<file path="config.mk">
export PLATFORM = sky130hd
export DESIGN_NAME = if_fetch_unit_flat
export DESIGN_NICKNAME = d
export VERILOG_FILES = /design/src/rtl/rv32_pkg.sv /design/src/rtl/if_fetch_unit_if.sv /design/src/rtl/if_fetch_unit.sv /design/src/flat_wrapper.sv
export SDC_FILE = /design/constraint.sdc
export NUM_CORES = 1
export LEC_CHECK = 0
export ABC_AREA = 1
export CORE_ASPECT_RATIO = 1.75
export CORE_MARGIN = 8
export CORE_UTILIZATION = 49
export DETAILED_ROUTE_END_ITERATION = 7
export PLACE_DENSITY = 0.84
export SYNTH_ARGS = -nofsm -noshare
export SYNTH_HDL_FRONTEND = slang
export SYNTH_SLANG_ARGS = --single-unit
</file>
<file path="constraint.sdc">
create_clock -name clk -period 4 [get_ports clk]
set_input_delay 0.8 -clock clk [delete_from_list [all_inputs] [get_ports clk]]
set_output_delay 0.8 -clock clk [all_outputs]
set_load 0.005 [all_outputs]
</file>
<file path="src/rtl/rv32_pkg.sv">
// Shared RV32 definitions for the IF stage: architectural constants, the fetch
// FSM encoding and small address helpers.
package rv32_pkg;

  localparam int unsigned RV32_XLEN = 32;
  localparam logic [RV32_XLEN-1:0] RV32_NOP = 32'h0000_0013;

  // mcause encoding reported downstream for a misaligned fetch target.
  localparam logic [3:0] EXC_INSTR_MISALIGNED = 4'd0;

  typedef enum logic [0:0] {
    FETCH_RUN   = 1'b0,
    FETCH_FAULT = 1'b1
  } fetch_state_e;

  function automatic logic is_word_aligned(input logic [RV32_XLEN-1:0] addr);
    return (addr[1:0] == 2'b00);
  endfunction

  function automatic logic [RV32_XLEN-1:0] pc_next(input logic [RV32_XLEN-1:0] addr);
    return addr + 32'd4;
  endfunction

endpackage

</file>
<file path="src/rtl/if_fetch_unit_if.sv">
// Fetch-unit bus: instruction-memory request/response plus the decode-side
// valid/ready entry channel.
interface if_fetch_unit_if;

    logic                               imem_en;
    logic [rv32_pkg::RV32_XLEN-1:0]     imem_addr;
    logic [rv32_pkg::RV32_XLEN-1:0]     imem_rdata;
    logic                               if_valid;
    logic                               if_ready;
    logic [rv32_pkg::RV32_XLEN-1:0]     if_pc;
    logic [rv32_pkg::RV32_XLEN-1:0]     if_instr;
    logic                               if_fault;

    modport master (
        output imem_en, imem_addr, if_valid, if_pc, if_instr, if_fault,
        input  imem_rdata, if_ready
    );

    modport slave (
        input  imem_en, imem_addr, if_valid, if_pc, if_instr, if_fault,
        output imem_rdata, if_ready
    );

endinterface

</file>
<file path="src/rtl/if_fetch_unit.sv">
// Instruction-fetch initiator: drives a sync-address instruction memory and
// presents {pc, instr} to decode, with stall, redirect and misaligned-fault handling.
module if_fetch_unit
    import rv32_pkg::*;
#(
    parameter logic [RV32_XLEN-1:0] RESET_PC = 32'h0000_0000,
    parameter logic [RV32_XLEN-1:0] NOP_WORD = RV32_NOP
) (
    input  logic                 clk,
    input  logic                 rst,
    input  logic                 fetch_en,
    input  logic                 redirect_valid,
    input  logic [RV32_XLEN-1:0] redirect_pc,
    if_fetch_unit_if.master      bus,
    output logic [RV32_XLEN-1:0] fetch_count
);

    fetch_state_e         state_q, state_d;
    logic [RV32_XLEN-1:0] pc_q, pc_d;
    logic [RV32_XLEN-1:0] req_pc_q, req_pc_d;
    logic                 req_valid_q, req_valid_d;
    logic                 fault_q, fault_d;
    logic [RV32_XLEN-1:0] count_q, count_d;

    logic                 advance;
    logic                 accept;
    logic                 issue;
    logic [RV32_XLEN-1:0] issue_addr;

    // req_pc_q/req_valid_q mirror what the memory address register holds, so the
    // presented entry is purely a function of registered state and imem_rdata.
    assign bus.if_valid = req_valid_q & ~redirect_valid;
    assign bus.if_pc    = req_pc_q;
    assign bus.if_instr = fault_q ? NOP_WORD : bus.imem_rdata;
    assign bus.if_fault = fault_q & req_valid_q;

    assign accept  = bus.if_valid & bus.if_ready;
    assign advance = (~req_valid_q | bus.if_ready) & fetch_en
                     & (state_q == FETCH_RUN) & ~redirect_valid;

    always_comb begin
        state_d     = state_q;
        pc_d        = pc_q;
        req_pc_d    = req_pc_q;
        req_valid_d = req_valid_q;
        fault_d     = fault_q;
        issue       = 1'b0;
        issue_addr  = pc_q;

        if (redirect_valid) begin
            if (!is_word_aligned(redirect_pc)) begin
                // No memory access: the fault entry carries the bad target as its pc.
                state_d     = FETCH_FAULT;
                req_valid_d = 1'b1;
                fault_d     = 1'b1;
                req_pc_d    = redirect_pc;
            end else if (fetch_en) begin
                issue       = 1'b1;
                issue_addr  = redirect_pc;
                req_pc_d    = redirect_pc;
                req_valid_d = 1'b1;
                pc_d        = pc_next(redirect_pc);
                fault_d     = 1'b0;
                state_d     = FETCH_RUN;
            end else begin
                pc_d        = redirect_pc;
                req_valid_d = 1'b0;
                fault_d     = 1'b0;
                state_d     = FETCH_RUN;
            end
        end else if (advance) begin
            issue       = 1'b1;
            issue_addr  = pc_q;
            req_pc_d    = pc_q;
            req_valid_d = 1'b1;
            pc_d        = pc_next(pc_q);
        end else if (accept) begin
            req_valid_d = 1'b0;
        end
    end

    // Holding imem_en low during a stall freezes the memory output, which keeps
    // if_instr stable without a local instruction buffer.
    assign bus.imem_en   = issue & ~rst;
    assign bus.imem_addr = bus.imem_en ? issue_addr : pc_q;

    assign count_d     = count_q + {{(RV32_XLEN-1){1'b0}}, (accept & ~fault_q)};
    assign fetch_count = count_q;

    always_ff @(posedge clk or posedge rst) begin
        if (rst) begin
            state_q     <= FETCH_RUN;
            pc_q        <= RESET_PC;
            req_pc_q    <= '0;
            req_valid_q <= 1'b0;
            fault_q     <= 1'b0;
            count_q     <= '0;
        end else begin
            state_q     <= state_d;
            pc_q        <= pc_d;
            req_pc_q    <= req_pc_d;
            req_valid_q <= req_valid_d;
            fault_q     <= fault_d;
            count_q     <= count_d;
        end
    end

endmodule

</file>
<file path="src/flat_wrapper.sv">
// flat-port wrapper written by rule: the top's interface ports become plain ports
module if_fetch_unit_flat import rv32_pkg::*;
#(
    parameter logic [RV32_XLEN-1:0] RESET_PC = 32'h0000_0000,
    parameter logic [RV32_XLEN-1:0] NOP_WORD = RV32_NOP
)
  (clk, rst, fetch_en, redirect_valid, redirect_pc, fetch_count, bus_imem_en, bus_imem_addr, bus_if_valid, bus_if_pc, bus_if_instr, bus_if_fault, bus_imem_rdata, bus_if_ready);
  if_fetch_unit_if bus_i ();
  input  logic clk;
  input  logic rst;
  input  logic fetch_en;
  input  logic redirect_valid;
  input  logic [RV32_XLEN-1:0] redirect_pc;
  output logic [RV32_XLEN-1:0] fetch_count;
  output wire logic [$bits(bus_i.imem_en)-1:0] bus_imem_en;
  output wire logic [$bits(bus_i.imem_addr)-1:0] bus_imem_addr;
  output wire logic [$bits(bus_i.if_valid)-1:0] bus_if_valid;
  output wire logic [$bits(bus_i.if_pc)-1:0] bus_if_pc;
  output wire logic [$bits(bus_i.if_instr)-1:0] bus_if_instr;
  output wire logic [$bits(bus_i.if_fault)-1:0] bus_if_fault;
  input wire logic [$bits(bus_i.imem_rdata)-1:0] bus_imem_rdata;
  input wire logic [$bits(bus_i.if_ready)-1:0] bus_if_ready;
  assign bus_imem_en = bus_i.imem_en;
  assign bus_imem_addr = bus_i.imem_addr;
  assign bus_if_valid = bus_i.if_valid;
  assign bus_if_pc = bus_i.if_pc;
  assign bus_if_instr = bus_i.if_instr;
  assign bus_if_fault = bus_i.if_fault;
  assign bus_i.imem_rdata = bus_imem_rdata;
  assign bus_i.if_ready = bus_if_ready;
  if_fetch_unit #(.RESET_PC(RESET_PC), .NOP_WORD(NOP_WORD)) u_core (.clk(clk), .rst(rst), .fetch_en(fetch_en), .redirect_valid(redirect_valid), .redirect_pc(redirect_pc), .bus(bus_i), .fetch_count(fetch_count));
endmodule
</file>
==> metrics.md <==
| Metric | Value |
|---|---|
| Final nets | `1310` |
| Critical path startpoint category | `input port` |
| DRC viols | `0` |
| Synth warn | `0` |
| Post-DP Area | `0.00905 mm^2` |
| Final hold vios | `0` |
| Final Setup Violations | `0` |
| P per Cell Area | `342 mW/mm^2` |
| CP Class | `input port to output port` |
| Crit Path Max Fanout | `14` |
| CTS tree | `done` |
| Largest net degree at the start of global routing | `66` |
| DRT iter0 DRCs | `600` |
| Layout cells sized above 1 | `6.20%` |
| H-tree level count | `3` |
| Postcts setup bufs | `0` |
| Area Overhead vs Synth | `34.5%` |
| Clk sinks | `98` |
| Sw frac | `35.1%` |
| CP arrival | `2.94 ns` |
| Post-synth top area cell | `dfrtp_1` |
| Clock Tree Buf Depth | `2` |
| CTS Hold Buffers Added | `0` |
| Max Cap Viol | `0` |
| Num ports | `200` |
| Post-detail-place hpwl | `19500 um` |
| Gpl congestion | `1.02` |
| Post-layout min period | `3.74 ns` |
| EDFF count, synth | `0` |
| Synth area leaders | `dfrtp_1 35%, nand2_1 18%, nor2_1 7.8%, inv_1 6.6%, nand3_1 4.9%` |
| Reg power frac | `41.1%` |
| Tcrit/Tclk final | `93.4%` |
| Pint | `0.00208 W` |
| Vias in the first global route | `7571` |
| First-pass GRT wire length | `39600 um` |
| TritonCTS Buffers | `9` |
| Die Area | `0.0184 mm^2` |
| Critical Path RT | `3.20 ns` |
| Worst-margin pin slew | `0.704 ns` |
| Worst-Skew Late Latency | `0.36 ns` |
| Register bit total from synthesis | `98` |
| Die Ht | `174 um` |
| Asr flop ratio synth | `100%` |
| Final Cell Area | `0.00935 mm^2` |
| NetSw | `0.00112 W` |
| Avg Cell Area, Syn | `6.57 um^2` |
| Clock power share | `27.4%` |
| Syn_nets | `1133` |
| Drt total wl | `25300 um` |
| CTS root buf | `clkbuf_16` |
| Routed len/inst | `17.8 um` |
| Post-Syn Area | `0.00695 mm^2` |
| Relative slew slack | `53.1%` |
| Top_reg_cell synth | `dfrtp_1` |
| Initial antenna violation count | `1` |
| Via-per-instance ratio | `5.41` |
| Worst VDD drop | `0.000232 V` |
| DR vias | `7675` |
| Die width | `106 um` |
| Clock slew seen by the registers of the worst setup and hold paths | `0.08 ns` |
| IO buf count | `199` |
| Hold WC Path Type | `flop to flop` |
| Crit. End Element | `output port` |
| Slew Limit Fails | `0` |
| Total gr overflow | `0` |
| CORE AREA | `0.0139 mm^2` |
| Initial Util | `50.0%` |
| Setup TNS | `0 ns` |
| Hold WS | `0.485 ns` |
| Most numerous cell in the Yosys netlist | `nand2_1` |
| Netlist cell types | `39` |
| Post_cts resized | `0` |
| DRT Pass-1 Iters | `5` |
| Mapped Cells | `1059` |
| Num rows | `57` |
| Top cells by count, synth | `329 x nand2_1, 145 x nor2_1, 122 x inv_1` |
| Highest clock rate | `268 MHz` |
| Clk_skew | `0.0148 ns` |
| Sequential-to-total area share from yosys stat | `35.3%` |
| Routed Antenna Nets | `0` |
| Leakage | `4.28 nW` |
| All-Layer GR Usage | `27.0%` |
| RSZ-0062 raised after global routing | `false` |
| Yosys top cell area share | `35.3%` |
| Combinational power share | `31.4%` |
| Status | `completed` |
[power by group through the flow]
| stage | logic, W | clock network [W] | registers (W) |
|---|---|---|---|
| after floorplan | 0.000467 | 0 | 0.00127 |
| after global placement | 0.000994 | 0 | 0.00132 |
| after detailed placement | 0.00101 | 0 | 0.00133 |
| after CTS | 0.00102 | 0.000886 | 0.00131 |
| after global routing | 0.00111 | 0.000924 | 0.00133 |
| final | 0.00101 | 0.000879 | 0.00132 |
[per-layer routing]
layer | GRT usage, % | wire, um | up-vias
met5 | 0 | 0 | -
met4 | 15.9 | 1440 | 0
met3 | 4.54 | 1550 | 84
met2 | 48.7 | 12900 | 357
met1 | 28.3 | 9340 | 3531
li1 | - | - | 3703
[layout make-up]
class / instances / area (um^2)
diodes: 1 / 2.50
clock buffers: 9 / 225
clock inverters: 7 / 72.6
fillers: 1241 / 4550
inverters: 129 / 487
multi-input cells: 789 / 3800
flip-flops and latches: 98 / 2450
well taps: 177 / 221
repair buffers: 209 / 2090
[registers in the layout, indices dropped and copies added, names as in the netlist]
name	cells
u_core.pc_q	32
u_core.bus.if_pc	32
u_core.state_q	1
u_core.req_valid_q	1
u_core.fetch_count	32
[placed cells by master (no fill, tap or decap), types with 23 or more instances in the layout]
| cell | n |
|---|---|
| nand3_1 | 68 |
| nand4_1 | 23 |
| nand2_1 | 329 |
| inv_1 | 121 |
| clkdlybuf4s50_1 | 198 |
| nor2_1 | 145 |
| xor2_1 | 27 |
| a31oi_1 | 30 |
| o21ai_0 | 53 |
| dfrtp_1 | 98 |
[cell families after synthesis]
group / Yosys count / share of synthesized area [%]
AOI/OAI and AO/OA: 121 / 9.55
xor gates and xnor gates: 39 / 4.91
adders and majority gates: 5 / 0.900
buffers and inverters: 172 / 10.0
DFF: 98 / 35.3
and+or+nand+nor: 624 / 39.3
[through the flow]
step                      worst slack (ns)  std cells  util [%]  power [W]
after floorplan                      0.638       1059         -    0.00174
after global placement               0.312       1402      65.1    0.00232
after detailed placement             0.311       1402      65.1    0.00234
after CTS                            0.285       1418      67.2    0.00321
after global routing                 0.190       1419      67.3    0.00336
final                                0.262       1419      67.3    0.00320
[path summary, 6_finish.rpt]
path / endpoint / cells after the start / slack, ns / from
max reg2reg: u_core.fetch_count[30] / 13 / 1.36 / u_core.state_q
max: bus_imem_addr[12] / 9 / 0.26 / redirect_pc[1]
min in group asynchronous: u_core.bus.if_pc[17] / 2 / 1.03 / rst
min: u_core.fetch_count[31] / 1 / 0.49 / u_core.fetch_count[31]
max in group asynchronous: u_core.pc_q[27] / 3 / 2.27 / rst
min reg2reg: u_core.fetch_count[31] / 1 / 0.49 / u_core.fetch_count[31]
[critical path, stage by stage]
cell and delay (ns):
clkdlybuf4s50_1 0.42, nor2_1 0.14, inv_1 0.10, nor2_4 0.13
inv_2 0.07, nor3_4 0.17, inv_1 0.31, o21ai_1 0.25
clkdlybuf4s50_1 0.54
Power figures use the tool's default switching activity.
